$ cat src/rtl/sar_pkg.sv
// Shared types and helpers for the multi-channel SAR ADC controller:
// sequencer states, mux-select width and next-enabled-channel search.
package sar_pkg;

  typedef enum logic [1:0] {
    IDLE,
    SETTLE,
    CONV,
    RESULT
  } state_e;

  typedef struct packed {
    logic       found;
    logic [3:0] idx;
  } nb_t;

  // Mux select width: max(1, clog2(n)).
  function automatic int cw_of(input int n);
    return (n > 2) ? $clog2(n) : 1;
  endfunction

  // Lowest set bit of m at index >= from.
  function automatic nb_t next_bit(
    input logic [15:0] m,
    input logic [4:0]  from
  );
    nb_t r;
    r = '0;
    for (int i = 15; i >= 0; i--) begin
      if (m[i] && (5'(i) >= from)) begin
        r.found = 1'b1;
        r.idx   = 4'(i);
      end
    end
    return r;
  endfunction

endpackage

$ cat src/rtl/sar_core.sv
// Single SAR conversion engine: walks the trial bit MSB-first while run
// is high, keeps bits on cmp, and pulses done with the result.
module sar_core
  import sar_pkg::*;
#(
  parameter int W = 8
) (
  input  logic         clk,
  input  logic         rst,
  input  logic         run,
  input  logic         cmp,
  output logic [W-1:0] dacf,
  output logic         done,
  output logic [W-1:0] res
);

  localparam int BW = $clog2(W);

  logic [BW-1:0] bit_q, bit_d;
  logic [W-1:0]  keep_q, keep_d;
  logic [W-1:0]  trial;

  // Trial word, keep decision and bit walk; rearms after the LSB.
  always_comb begin
    trial  = keep_q | (W'(1) << bit_q);
    res    = cmp ? trial : keep_q;
    dacf   = run ? trial : '0;
    done   = run && (bit_q == '0);
    bit_d  = BW'(W - 1);
    keep_d = '0;
    if (run && !done) begin
      bit_d  = bit_q - BW'(1);
      keep_d = res;
    end
  end

  // Engine state register.
  always_ff @(posedge clk or posedge rst) begin
    if (rst) begin
      bit_q  <= BW'(W - 1);
      keep_q <= '0;
    end else begin
      bit_q  <= bit_d;
      keep_q <= keep_d;
    end
  end

endmodule

$ cat src/rtl/sar_adc_mc.sv
// Multi-channel SAR ADC sequencer: mux settle, per-channel conversion,
// tagged results; define SAR_AVG_EN to average 2^AVG_LOG2 conversions.
module sar_adc_mc
  import sar_pkg::*;
#(
  parameter int ADC_WIDTH  = 8,
  parameter int CH_NUM     = 4,
  parameter int SETTLE_CYC = 2,
  parameter int AVG_LOG2   = 2,
  localparam int CW = cw_of(CH_NUM)
) (
  input  logic                 clk,
  input  logic                 rst,
  input  logic                 cmp,
  input  logic                 start,
  input  logic [CH_NUM-1:0]    ch_mask,
  input  logic                 cont,
  output logic                 busy,
  output logic [CW-1:0]        ch_sel,
  output logic [ADC_WIDTH-1:0] DACF,
  output logic                 den,
  output logic [CW-1:0]        dch,
  output logic [ADC_WIDTH-1:0] Dout,
  output logic                 eoc
);

  localparam int SW = $clog2(SETTLE_CYC + 1);

  if (AVG_LOG2 < 0 || AVG_LOG2 > 4) begin : g_bad_avg
    $error("AVG_LOG2 out of range");
  end

  state_e                state_q, state_d;
  logic [CH_NUM-1:0]     mask_q, mask_d;
  logic [CW-1:0]         ch_q, ch_d;
  logic [CW-1:0]         dch_q, dch_d;
  logic [SW-1:0]         settle_q, settle_d;
  logic [ADC_WIDTH-1:0]  dout_q, dout_d;
  logic                  done;
  logic [ADC_WIDTH-1:0]  res;
  nb_t                   first, nxt, init;

`ifdef SAR_AVG_EN
  localparam int AW = ADC_WIDTH + AVG_LOG2;
  logic [AW-1:0] acc_q, acc_d, sum;
  logic [4:0]    cnt_q, cnt_d;
`endif

  sar_core #(
    .W(ADC_WIDTH)
  ) u_core (
    .clk (clk),
    .rst (rst),
    .run (state_q == CONV),
    .cmp (cmp),
    .dacf(DACF),
    .done(done),
    .res (res)
  );

  // Scan sequencer: next state, channel walk and result capture.
  always_comb begin
    state_d  = state_q;
    mask_d   = mask_q;
    ch_d     = ch_q;
    settle_d = settle_q;
    dout_d   = dout_q;
    dch_d    = dch_q;
    first    = next_bit(16'(mask_q), 5'd0);
    nxt      = next_bit(16'(mask_q), 5'(ch_q) + 5'd1);
    init     = next_bit(16'(ch_mask), 5'd0);
`ifdef SAR_AVG_EN
    acc_d    = acc_q;
    cnt_d    = cnt_q;
    sum      = acc_q + AW'(res);
`endif
    unique case (state_q)
      IDLE: begin
        if (start && init.found) begin
          state_d  = SETTLE;
          mask_d   = ch_mask;
          ch_d     = CW'(init.idx);
          settle_d = '0;
        end
      end
      SETTLE: begin
        if (settle_q == SW'(SETTLE_CYC - 1)) begin
          state_d = CONV;
        end else begin
          settle_d = settle_q + SW'(1);
        end
      end
      CONV: begin
        if (done) begin
`ifdef SAR_AVG_EN
          if (cnt_q == 5'((1 << AVG_LOG2) - 1)) begin
            state_d = RESULT;
            dout_d  = sum[AW-1:AVG_LOG2];
            dch_d   = ch_q;
            acc_d   = '0;
            cnt_d   = '0;
          end else begin
            acc_d = sum;
            cnt_d = cnt_q + 5'd1;
          end
`else
          state_d = RESULT;
          dout_d  = res;
          dch_d   = ch_q;
`endif
        end
      end
      RESULT: begin
        settle_d = '0;
        state_d  = SETTLE;
        if (nxt.found) begin
          ch_d = CW'(nxt.idx);
        end else if (cont && first.found) begin
          ch_d = CW'(first.idx);
        end else begin
          state_d = IDLE;
        end
      end
      default: state_d = IDLE;
    endcase
  end

  // Sequencer and output registers.
  always_ff @(posedge clk or posedge rst) begin
    if (rst) begin
      state_q  <= IDLE;
      mask_q   <= '0;
      ch_q     <= '0;
      settle_q <= '0;
      dout_q   <= '0;
      dch_q    <= '0;
`ifdef SAR_AVG_EN
      acc_q    <= '0;
      cnt_q    <= '0;
`endif
    end else begin
      state_q  <= state_d;
      mask_q   <= mask_d;
      ch_q     <= ch_d;
      settle_q <= settle_d;
      dout_q   <= dout_d;
      dch_q    <= dch_d;
`ifdef SAR_AVG_EN
      acc_q    <= acc_d;
      cnt_q    <= cnt_d;
`endif
    end
  end

  assign busy   = (state_q != IDLE);
  assign den    = (state_q == RESULT);
  assign eoc    = den && !nxt.found;
  assign ch_sel = ch_q;
  assign dch    = dch_q;
  assign Dout   = dout_q;

endmodule

$ cat config.mk
export PLATFORM = sky130hd
export DESIGN_NAME = sar_adc_mc
export DESIGN_NICKNAME = d
export VERILOG_FILES = /design/src/rtl/sar_pkg.sv /design/src/rtl/sar_core.sv /design/src/rtl/sar_adc_mc.sv
export SDC_FILE = /design/constraint.sdc
export NUM_CORES = 1
export LEC_CHECK = 0
export CORE_MARGIN = 2
export CORE_UTILIZATION = 51
export DETAILED_ROUTE_END_ITERATION = 7
export HOLD_SLACK_MARGIN = 0.02
export PLACE_DENSITY = 0.88
export RECOVER_POWER = 25
export SYNTH_ARGS = -nofsm -noshare
export SYNTH_HDL_FRONTEND = slang
export SYNTH_SLANG_ARGS = --single-unit
$ cat constraint.sdc
create_clock -name clk -period 2.1 [get_ports clk]
set_input_delay 0.42 -clock clk [delete_from_list [all_inputs] [get_ports clk]]
set_output_delay 0.42 -clock clk [all_outputs]
set_load 0.005 [all_outputs]
==> impl_results.md, run 1 <==
- Inserted Clock Buffers: 5
- Beginning of the worst register-to-register path: mask_q[3]
- Max-slew violation total from the final report: 0
- TritonCTS clock tree: built
- RSZ-0062 raised after global routing: yes
- Worst hold path endpoint: Dout[6]
- Nets in the synthesized netlist: 182
- Start point of the worst min-delay path: Dout[6]
- Clock group share of total power: 0.182
- Clock latency of the later-clocked register in the worst-skew pair: 0.34 ns
- Nets@finish: 239
- Synthesized cell area: 0.001632 mm²
- Fill count: 209
- Total global-route track usage: 0.2554
- Depth of the worst hold-timing path: 2
- Area inside the core boundary: about 0.0031 mm²
- Post-detailed-route count of antenna-violating nets: 0
- Fraction of final layout cells with drive strength greater than 1: 0.2896
- Primary flip-flop cell chosen by synthesis mapping: sky130_fd_sc_hd__dfrtp_1
- Ys Warns: 0
- Row Count: 20
- Share of the synthesized area in the top cell type: 0.4294
- Vias per cell: 5.521
- Clock root cell: sky130_fd_sc_hd__clkbuf_4
- Power density cells: around 1200 mW/mm²
- Async set-or-reset flop fraction in the synthesized netlist: 1.000
- Switching power of the nets: 0.0009959 W
- Post-detail-place hpwl: 2768 µm
- Library cell with the largest summed area after synthesis: sky130_fd_sc_hd__dfrtp_1
- Number of input and output port buffers inserted: 31
- Leakage power: 1.078 nW
- Global-route wire length before repair: 6630 µm
- Count of cell types in the netlist: 39
- Avg WL per Cell: 15.52 µm
- Number of optimization iterations in the first detailed-route pass: 5
- Initial antenna violation count: 0
- Post-route DRC violation count: 0
- Final standard cell utilization of the core: 0.7607
- Startpoint type of the worst setup path: flop
- Count of endpoints failing setup in the final report: 0
- Total via count after detailed routing: 1463
- CTS clock-pin slew for the worst setup and hold paths: 0.10 ns
- GP Congestion: just under 0.9
- Diodes inserted: 0
- Register-to-Register Setup Slack: 0.30 ns
- Number of synthesized register bits: 31
- Final critical-path required period: 2.053 ns
- Max cap viols: 0
- Number of enable flip-flop cells after synthesis: 0
- Max clock buf depth: 2
- Critical path peak fanout: 4
- Peak ir drop on the vdd network: 0.0007216 V
- Achievable frequency: 487.2 MHz
- Design internal power: 0.001749 W
- Switching fraction of total power: 0.3629
- Count of routing violations after the opening detailed-route iteration: between 60 and 70
- Count of final hold-check violations: 0
- Worst hold path type: reg -> reg
- Sequential share of power: 0.306
- Run status: completed
- Detailed Route WL: a little over 4000 µm
- Sequential area share after synthesis: 0.4778
- Mean area per synthesized cell: 10.01 µm²
- Ports: 32
- Number of hold-repair buffers added at the cts stage: 0
- Largest net degree at the start of global routing: 32
- Grt ovf: 0
- Cell types occupying the most area after synthesis: sky130_fd_sc_hd__dfrtp_1, sky130_fd_sc_hd__ha_1, sky130_fd_sc_hd__dfstp_2
- Length in cells of the worst reg-to-reg path: 4
- DIE HEIGHT: 60.56 µm
- Slew of the pin with the lowest slew margin: 0.7564 ns
- Maximum clock skew at final layout: 0.006865 ns
- Number of instances in the synthesized netlist: 163
- Reg-to-reg endpoint: ch_sel[0]
- Endpoint type of the worst setup path: output port
- Die Area: 0.003668 mm²
- Area delta synth->final: 42.33%
- Number of global-route vias before repair: 1447
- Data arrival at the endpoint of the critical path: 1.63 ns
- Required time at the worst-slack endpoint: 1.68 ns
- Slew HR: 0.4958
- Startpoint-to-endpoint class of the critical path: reg -> out
- Final clock period utilization by the worst path: 0.9775
- CTS sink cnt: 31
- Part of the total power dissipated in combinational logic: 0.512
- Total power after layout: around 0.0027 W
- Horizontal die dimension: slightly above 60 µm
- Total number of H-tree levels: 2
- Initial standard-cell utilization of the core: 0.5344
-- final cells by class --
class	instances	area, µm²	area share
multi-input combinational	116	884.6	0.3809
tap	44	55.05	0.02371
inverter	12	50.05	0.02155
clock inverter	2	35.03	0.01509
clock buffer	6	51.30	0.02209
sequential	31	780.7	0.3362
timing repair buffer	54	465.4	0.2004
-- registers in the layout, summed over array words and instances (netlist names) --
| signal | cells |
|---|---|
| Dout | 8 |
| dch | 2 |
| u_core.bit_q | 3 |
| state_q | 2 |
| settle_q | 2 |
| mask_q | 4 |
| ch_sel | 2 |
| u_core.keep_q | 8 |
-- logic make-up (layout without fill, tap and decap cells) --
group	after synthesis	in the layout	synth area share
buf+inv	16	74	0.03757
fa+ha+maj	10	10	0.07669
simple gates	52	52	0.1534
mux	7	7	0.04984
xor+xnor	1	1	0.005369
compound gates	46	46	0.1994
flops	31	31	0.4778
-- routing by layer --
layer / vias to the layer above / track usage / part of all wire
met5: - / 0 / 0
met4: 0 / 0.09627 / 0.024
met3: 12 / 0.07889 / 0.046
met2: 45 / 0.4439 / 0.52
met1: 721 / 0.2958 / 0.41
li1: 685 / - / -
-- what timing repair did --
item,4_1_cts,5_1_grt
setup endpoints to repair,11,10
pin swaps,2,3
buffers inserted,11,1
resized for setup,28,24
-- cell usage in the layout (no fill, tap or decap), drive strengths merged, types with 8 or more instances in the layout --
cell type | netlist | routed
dfrtp | 28 | 28
nor2 | 13 | 13
clkdlybuf4s50 | 0 | 20
nor2b | 8 | 8
nand2 | 19 | 19
ha | 10 | 10
a21oi | 11 | 11
inv | 12 | 12
buf | 2 | 24
clkbuf | 2 | 10
o21ai | 12 | 12
-- critical path: stages, from the launching register on --
cell                            delay (ns)
sky130_fd_sc_hd__dfstp_2              0.59
sky130_fd_sc_hd__inv_2                0.08
sky130_fd_sc_hd__ha_4                 0.18
sky130_fd_sc_hd__nand3b_1             0.11
sky130_fd_sc_hd__nand2_1              0.07
sky130_fd_sc_hd__dlygate4sd2_1        0.26
-- cell usage after synthesis (2+ instances only) --
cell and number:
sky130_fd_sc_hd__nand2_1 19, sky130_fd_sc_hd__dfrtp_1 28, sky130_fd_sc_hd__o21ai_0 12, sky130_fd_sc_hd__nand2b_1 4
sky130_fd_sc_hd__nor2b_1 8, sky130_fd_sc_hd__a31oi_1 4, sky130_fd_sc_hd__mux2_2 5, sky130_fd_sc_hd__nor2_1 13
sky130_fd_sc_hd__a21oi_1 11, sky130_fd_sc_hd__clkbuf_1 2, sky130_fd_sc_hd__a22o_1 3, sky130_fd_sc_hd__o31ai_1 2
sky130_fd_sc_hd__or2b_1 2, sky130_fd_sc_hd__inv_1 12, sky130_fd_sc_hd__o21a_1 3, sky130_fd_sc_hd__ha_1 10
sky130_fd_sc_hd__dfstp_2 3
-- per-stage QoR --
step	TNS, ns	instance area (µm²)	worst slack [ns]	cells	hold slack, ns
after floorplan	0	1632	0.2508	163	0.4403
after global placement	0	2063	0.04396	245	0.4485
after detailed placement	-0.01924	2063	-0.01924	245	0.4548
after CTS	-0.02400	2282	-0.02400	264	0.4543
after global routing	-0.01134	2322	-0.01096	265	0.5168
final	0	2322	0.04727	265	0.4890
-- worst max path at each step --
stage	from	end	slack, ns	depth (start not counted)
after CTS	u_core.bit_q[0]	DACF[1]	-0.02	6
after global placement	ch_mask[0]	ch_sel[0]	0.04	5
after global routing	u_core.bit_q[1]	DACF[0]	-0.01	5
after detailed placement	ch_mask[0]	state_q[0]	-0.02	6
after floorplan	u_core.bit_q[0]	DACF[0]	0.25	5
final	u_core.bit_q[1]	DACF[0]	0.05	5
-- power by group through the flow --
stage | sequential (W) | combinational [W] | clock (W)
6_report | 0.000841 | 0.00140 | 0.000499
5_1_grt | 0.000854 | 0.00153 | 0.000538
4_1_cts | 0.000829 | 0.00130 | 0.000503
3_5_place_dp | 0.000856 | 0.00110 | 0
3_3_place_gp | 0.000845 | 0.00105 | 0
2_1_floorplan | 0.000833 | 0.000732 | 0
(Power assumes the default switching activity.)
==> inputs of run 2 (changes only) <==
--- a/config.mk
+++ b/config.mk
@@ -5,6 +5,8 @@
 export SDC_FILE = /design/constraint.sdc
 export NUM_CORES = 1
 export LEC_CHECK = 0
+export ABC_AREA = 1
+export CORE_ASPECT_RATIO = 0.75
 export CORE_MARGIN = 2
 export CORE_UTILIZATION = 51
 export DETAILED_ROUTE_END_ITERATION = 7
==> impl_results.md, run 2 <==
- Run status: completed
- Cell with the most instances after synthesis: sky130_fd_sc_hd__nand2_1
- CTS clock-pin slew for the worst setup and hold paths: 0.06 ns (-0.04 ns)
- Nets@finish: 260 (+8.8%)
- Area delta synth->final: 30.47%
- Initial standard-cell utilization of the core: 0.5505 (+0.01611)
- Max-slew violation total from the final report: 0 (unchanged)
- Global-route wire length before repair: 6237 µm (-5.9%)
- Library cell with the largest summed area after synthesis: sky130_fd_sc_hd__dfrtp_1
- Count of final hold-check violations: 0 (unchanged)
- Number of hold-repair buffers added at the cts stage: 0 (unchanged)
- Setup slack at placement: 0.08565 ns (+0.1049 ns)
- GP Congestion: 0.9202 (+3.2%)
- Placed instance area: 0.002019 mm² (-2.1%)
- Number of instances in the synthesized netlist: 199 (+22%)
- Top library cells by usage in the layout, fill and taps aside: sky130_fd_sc_hd__nand2_1, sky130_fd_sc_hd__dfrtp_1, sky130_fd_sc_hd__nor2_1
- Power density cells: 1159 mW/mm² (-1.9%)
- Ports: 32 (unchanged)
- Ys Warns: 0 (unchanged)
- Data arrival at the endpoint of the critical path: 1.62 ns (about the same)
- Primary flip-flop cell chosen by synthesis mapping: sky130_fd_sc_hd__dfrtp_1
- CTS sink cnt: 31 (unchanged)
- Achievable frequency: 491.2 MHz (+0.83%)
- Slew HR: 0.4974 (+0.001682)
- Endpoint type of the worst setup path: output port
- Number of enable flip-flop cells after synthesis: 0 (unchanged)
- Critical path peak fanout: 4 (unchanged)
- Worst hold path type: reg -> reg
- Clock latency of the later-clocked register in the worst-skew pair: 0.29 ns (-0.05 ns)
- Max cap viols: 0 (unchanged)
- TritonCTS clock tree: built
- Startpoint-to-endpoint class of the critical path: reg -> out
- Count of placed standard cells including taps: 268 (+9.4%)
- Summed area of non-filler cells in the final layout: 0.002170 mm² (-6.6%)
- Depth of the worst hold-timing path: 2 (unchanged)
- DIE HEIGHT: 53.45 µm (-12%)
- Total global-route track usage: 0.2257 (-0.02972)
- Post-route DRC violation count: 0 (unchanged)
- Synthesized cell area: 0.001663 mm² (+1.9%)
- Number of synthesized register bits: 31 (unchanged)
- Length in cells of the worst reg-to-reg path: 6 (+2)
- Leading cell type in the layout, fill and taps excluded: sky130_fd_sc_hd__nand2_1
- Nets in the synthesized netlist: 218 (+20%)
- Beginning of the worst register-to-register path: state_q[0]
- Number of standard cells in the final layout excluding fillers: 280 (+5.7%)
- Required time at the worst-slack endpoint: 1.68 ns (about the same)
- Share of the synthesized area in the top cell type: 0.4214 (-0.008078)
- Total number of H-tree levels: 2 (unchanged)
- Critical path endpoint: den
- Final worst slack: 0.06422 ns (+0.01695 ns)
- Final clock period utilization by the worst path: 0.9694 (-0.008069)
- Fill count: 242 (+16%)
- Detailed Route WL: 3676 µm (-11%)
- Row Count: 17 (-15%)
- Reg-to-reg endpoint: dch[0]
- Die Area: 0.003738 mm² (+1.9%)
- Total via count after detailed routing: 1443 (-1.4%)
- Max clock buf depth: 2 (unchanged)
- Maximum clock skew at final layout: 0.002426 ns (-0.004439 ns)
- Fraction of final layout cells with drive strength greater than 1: 0.1901 (-0.09951)
- Aggregate negative setup slack: 0 ns (unchanged)
- Leakage power: 1.094 nW (+1.5%)
- Startpoint type of the worst setup path: flop
- Avg WL per Cell: 13.13 µm (-15%)
- Beginning of the critical path: state_q[1]
- Horizontal die dimension: 69.94 µm (+15%)
- Clock root cell: sky130_fd_sc_hd__clkbuf_8
- Final critical-path required period: 2.036 ns (-0.01695 ns)
- Most numerous cell types in the synthesized netlist: sky130_fd_sc_hd__nand2_1, sky130_fd_sc_hd__dfrtp_1, sky130_fd_sc_hd__nor2_1
- Count of endpoints failing setup in the final report: 0 (unchanged)
- Diodes inserted: 0 (unchanged)
- Number of optimization iterations in the first detailed-route pass: 4 (-1)
- Sequential area share after synthesis: 0.4688 (-0.008987)
- Grt ovf: 0 (unchanged)
- Post-detail-place hpwl: 2476 µm (-11%)
- Mean area per synthesized cell: 8.356 µm² (-17%)
- Number of input and output port buffers inserted: 31 (unchanged)
- Cell types occupying the most area after synthesis: sky130_fd_sc_hd__dfrtp_1, sky130_fd_sc_hd__nand2_1, sky130_fd_sc_hd__ha_1
- Vias per cell: 5.154 (-6.7%)
- Number of global-route vias before repair: 1368 (-5.5%)
- Inserted Clock Buffers: 5 (unchanged)
- Area inside the core boundary: 0.003020 mm² (-1.1%)
- Count of cell types in the netlist: 26 (-33%)
- Count of routing violations after the opening detailed-route iteration: 101 (+66%)
- Total power after layout: 0.002514 W (-8.4%)
- Register-to-Register Setup Slack: 0.51 ns (+0.21 ns)
- Post-detailed-route count of antenna-violating nets: 0 (unchanged)
- Largest net degree at the start of global routing: 32 (unchanged)
- Async set-or-reset flop fraction in the synthesized netlist: 1.000 (unchanged)
- Slew of the pin with the lowest slew margin: 0.7538 ns (-0.002523 ns)
- Initial antenna violation count: 0 (unchanged)
- Peak ir drop on the vdd network: 0.0007802 V (+8.1%)
run 2: cell types whose count changed after synthesis, moves of 4 or more:
cell | previous run | this run
sky130_fd_sc_hd__mux2_2 | 5 | 0
sky130_fd_sc_hd__nor2b_1 | 8 | 0
sky130_fd_sc_hd__nand2_2 | 0 | 5
sky130_fd_sc_hd__nand2_1 | 19 | 42
sky130_fd_sc_hd__nor2_1 | 13 | 27
sky130_fd_sc_hd__nand3_1 | 0 | 4
sky130_fd_sc_hd__inv_1 | 12 | 23
sky130_fd_sc_hd__o21ai_0 | 12 | 17
sky130_fd_sc_hd__nand2b_1 | 4 | 0
run 2: cell type report:
class                           count  area [µm²]  share of cell area
Sequential cell                    31       779.5              0.3593
Inverter                           26       105.1             0.04844
Clock inverter                      1       5.005            0.002307
Tap cell                           38       47.55             0.02191
Clock buffer                        7       76.32             0.03518
Timing Repair Buffer               39       356.6              0.1644
Multi-Input combinational cell    138       799.5              0.3685
run 2: cell families (layout without fill, tap and decap cells):
group,Yosys count,count (layout),synth area share
compound gates,39,39,0.1332
fa+ha+maj,10,10,0.07524
buf+inv,30,73,0.08201
flops,31,31,0.4688
mux,1,1,0.009027
simple gates,87,87,0.2265
xor+xnor,1,1,0.005268
run 2: critical path, cell delays in order (launching register included):
cell                              delay (ns)
sky130_fd_sc_hd__dfrtp_1                0.42
sky130_fd_sc_hd__ha_2                   0.21
sky130_fd_sc_hd__buf_4                  0.12
sky130_fd_sc_hd__buf_4                  0.13
sky130_fd_sc_hd__clkdlybuf4s50_1        0.44
run 2: stage by stage:
step	hold slack (ns)	util
global route	0.5132	0.7183
floorplan	0.4475	-
CTS	0.4928	0.7158
detailed placement	0.4670	0.6686
finish	0.4875	0.7183
global placement	0.4625	0.6686
run 2: how the worst min path moves through the flow:
stage                               start               to  slack [ns]
after global routing               dch[1]           dch[1]        0.51
after detailed placement  u_core.bit_q[0]  u_core.bit_q[0]        0.47
after global placement    u_core.bit_q[0]  u_core.bit_q[0]        0.46
after floorplan           u_core.bit_q[0]  u_core.bit_q[0]        0.45
after CTS                         Dout[1]          Dout[1]        0.49
final                             Dout[1]          Dout[1]        0.49
run 2: routing by layer:
layer / global-route usage / up-vias / share of wire
li1: - / 714 / -
met3: 0.06667 / 8 / 0.061
met4: 0.1154 / 0 / 0.017
met2: 0.3794 / 49 / 0.48
met5: 0 / - / 0
met1: 0.2680 / 672 / 0.44
run 2: timing repair:
item,in CTS,in global routing
cloned,0,0
endpoints found under the setup margin,10,4
pin swaps,2,0
setup buffers,3,1
gates resized for setup,23,2
run 2: power breakdown:
group          switching, W  internal, W
Sequential         0.000118     0.000730
Clock              0.000220     0.000232
Combinational      0.000705     0.000510
Total               0.00104      0.00147
==> RTL change: new RTL, config.mk and constraints of run 1 <==
Set the parameter `SETTLE_CYC` to 1 (it was 2).
--- a/src/rtl/sar_adc_mc.sv
+++ b/src/rtl/sar_adc_mc.sv
@@ -6,5 +6,5 @@
   parameter int ADC_WIDTH  = 8,
   parameter int CH_NUM     = 4,
-  parameter int SETTLE_CYC = 2,
+  parameter int SETTLE_CYC = 1,
   parameter int AVG_LOG2   = 2,
   localparam int CW = cw_of(CH_NUM)
Formal check against the unedited RTL: not equivalent (a bounded check fails within 4 cycles, from zero or initial values and one cycle with rst high).
==> RTL change against run 1 <==
- core utilization increased by 1.7 points
- sequential cell count decreased by 2
- cell area decreased by 7.6%
- worst hold slack got worse by 0.0031 ns
- critical path depth increased by 1
- cell count decreased by 12%
- wire length decreased by 6.9%
- setup slack improved by 0.0081 ns
- register-to-register slack got worse by 0.03 ns
- area after synthesis decreased by 9.6%
- count of clock-buffer cells in the layout increased by 1
- synthesized cell count decreased by 9.8%
- total power decreased by 6.3%
==> RTL change: results <==
[finish]
fin_nets = 219
diodes = 0
drive_gt1_share_pct = 30.5

[setup_path]
cpMaxStageDelayCell = "dfstp_2"
crit_path_max_incr_delay_ns = 0.56
critPathArrivalTime_ns = 1.62

[place]
placed_cell_area_sq_um = 1880
dpl_worst_slack_ns = -0.0371
portBuffers = 31
hpwl_um = 2440
place.gp.congestion = 0.788

[synth]
ys_warn_count = 0
synth-xor-area-share_pct = 0.594
synth_common_cells = "dfrtp_1 (26), nand2_1 (16), a21oi_1 (12), nor2_1 (12), o21ai_0 (10)"
synth-adder-area-share_pct = 6.79
synthTopCellsByArea = "dfrtp_1 (44%), mux2_2 (6.9%), ha_1 (6.8%), dfstp_2 (5.3%), a21oi_1 (4.1%)"
syn_inst = 147
synth-compound-area-share_pct = 16.6
synth.distinct_cells = 34
syn-num-nets = 164
synth_seq_area_share_pct = 49.4
synth_mux_area_share_pct = 6.87
synthArstFlopShare_pct = 100

[drt]
wl_um = 3830
first_iter_violations = 46
wl_per_cell_um = 16.4
vias = 1365
dr.pass1.iters = 4

[power_and_ir_drop]
vdd_ir_drop_max_v = 0.000891
power_leakage_uw = 0.00102

[clocking]
htreeDepth = 2
clockRootBuffer = "clkbuf_4"
insertion_delay_ns = 0.33
clk_pin_slew_ns = 0.09
cts.path.max_buffers = 2
cts_buffers = 5

[sta]
tightestPinTransition_ns = 0.738
report.final.hold_viol_count = 0
skew_ns = 0.00501

[global_route]
track_usage_pct = 23.9
grt_antenna_before_repair = 0
grt_max_degree = 30
grt_pass1_wl_um = 5930
grt_pass1_vias = 1315

[status]
outcome = "completed"

[min_path]
worstHoldPathType = "register to register"
-- RTL change: changes by cell type in the layout (fill, tap and decap cells not counted), moves of 3 or more --
| cell | delta |
|---|---|
| a22o_1 | -3 |
| dfrtp_1 | -3 |
| dlymetal6s2s_1 | +3 |
| inv_1 | -3 |
| mux2_2 | +4 |
| nand2_1 | -4 |
| nand2b_1 | -3 |
| or2b_1 | +3 |
-- RTL change: path summary, 6_finish.rpt --
check / from / to / slack (ns) / cells past startpoint
setup / recovery: u_core.bit_q[0] / DACF[2] / 0.06 / 6
max in group asynchronous: rst / state_q[1] / 0.84 / 3
hold reg to reg: Dout[2] / Dout[2] / 0.49 / 2
setup reg to reg: u_core.bit_q[0] / state_q[1] / 0.27 / 7
min in group asynchronous: rst / Dout[0] / 0.74 / 3
hold / removal: Dout[2] / Dout[2] / 0.49 / 2
-- RTL change: area by class of cell --
| cell class | instances | area, sq um |
|---|---|---|
| clock buffer | 7 | 65.1 |
| clock inverter | 1 | 5.00 |
| fill | 180 | 612 |
| inverter | 8 | 32.5 |
| multi-input combinational | 106 | 802 |
| sequential | 29 | 732 |
| tap | 31 | 38.8 |
| timing repair buffer | 52 | 470 |
-- RTL change: cell families (layout without fill, tap and decap cells) --
| kind of cell | count (synthesis) | in the layout |
|---|---|---|
| flip-flops | 29 | 29 |
| adder cells (fa/ha/maj) | 8 | 8 |
| XOR/XNOR | 1 | 1 |
| AO/OA/AOI/OAI | 39 | 39 |
| AND/OR/NAND/NOR | 49 | 49 |
| buffers and inverters | 12 | 68 |
| multiplexers | 9 | 9 |
-- RTL change: power by group --
group          internal (uW)  switching, uW
clock network            194            200
registers                686            124
logic                    739            629
-- RTL change: per-stage QoR --
step                      TNS [ns]  power, uW
after global placement           0       1760
after global routing      -0.00281       2710
after detailed placement   -0.0669       1820
after floorplan                  0       1410
after CTS                   -0.547       2370
final                            0       2570
-- RTL change: repair_timing --
action | 4_1_cts | 5_1_grt
gates resized for setup | 20 | 25
buffers inserted | 7 | 4
endpoints found under the setup margin | 9 | 8
pin swaps | 2 | 0
-- RTL change: per-layer routing --
layer  up-vias  wire length, um  GRT usage (%)
li1        621                -              -
met1       660             1510           26.8
met2        68             1940           39.9
met3        16              267           7.81
met4         0              112           13.6
met5         -                0              0
-- RTL change: worst max-delay path: cells and delay by family (launching register included) --
kind,cells,cell delay (ns)
DFF,1,0.56
buffers and inverters,3,0.28
AOI/OAI and AO/OA,1,0.17
and+or+nand+nor,1,0.12
adders and majority gates,1,0.18
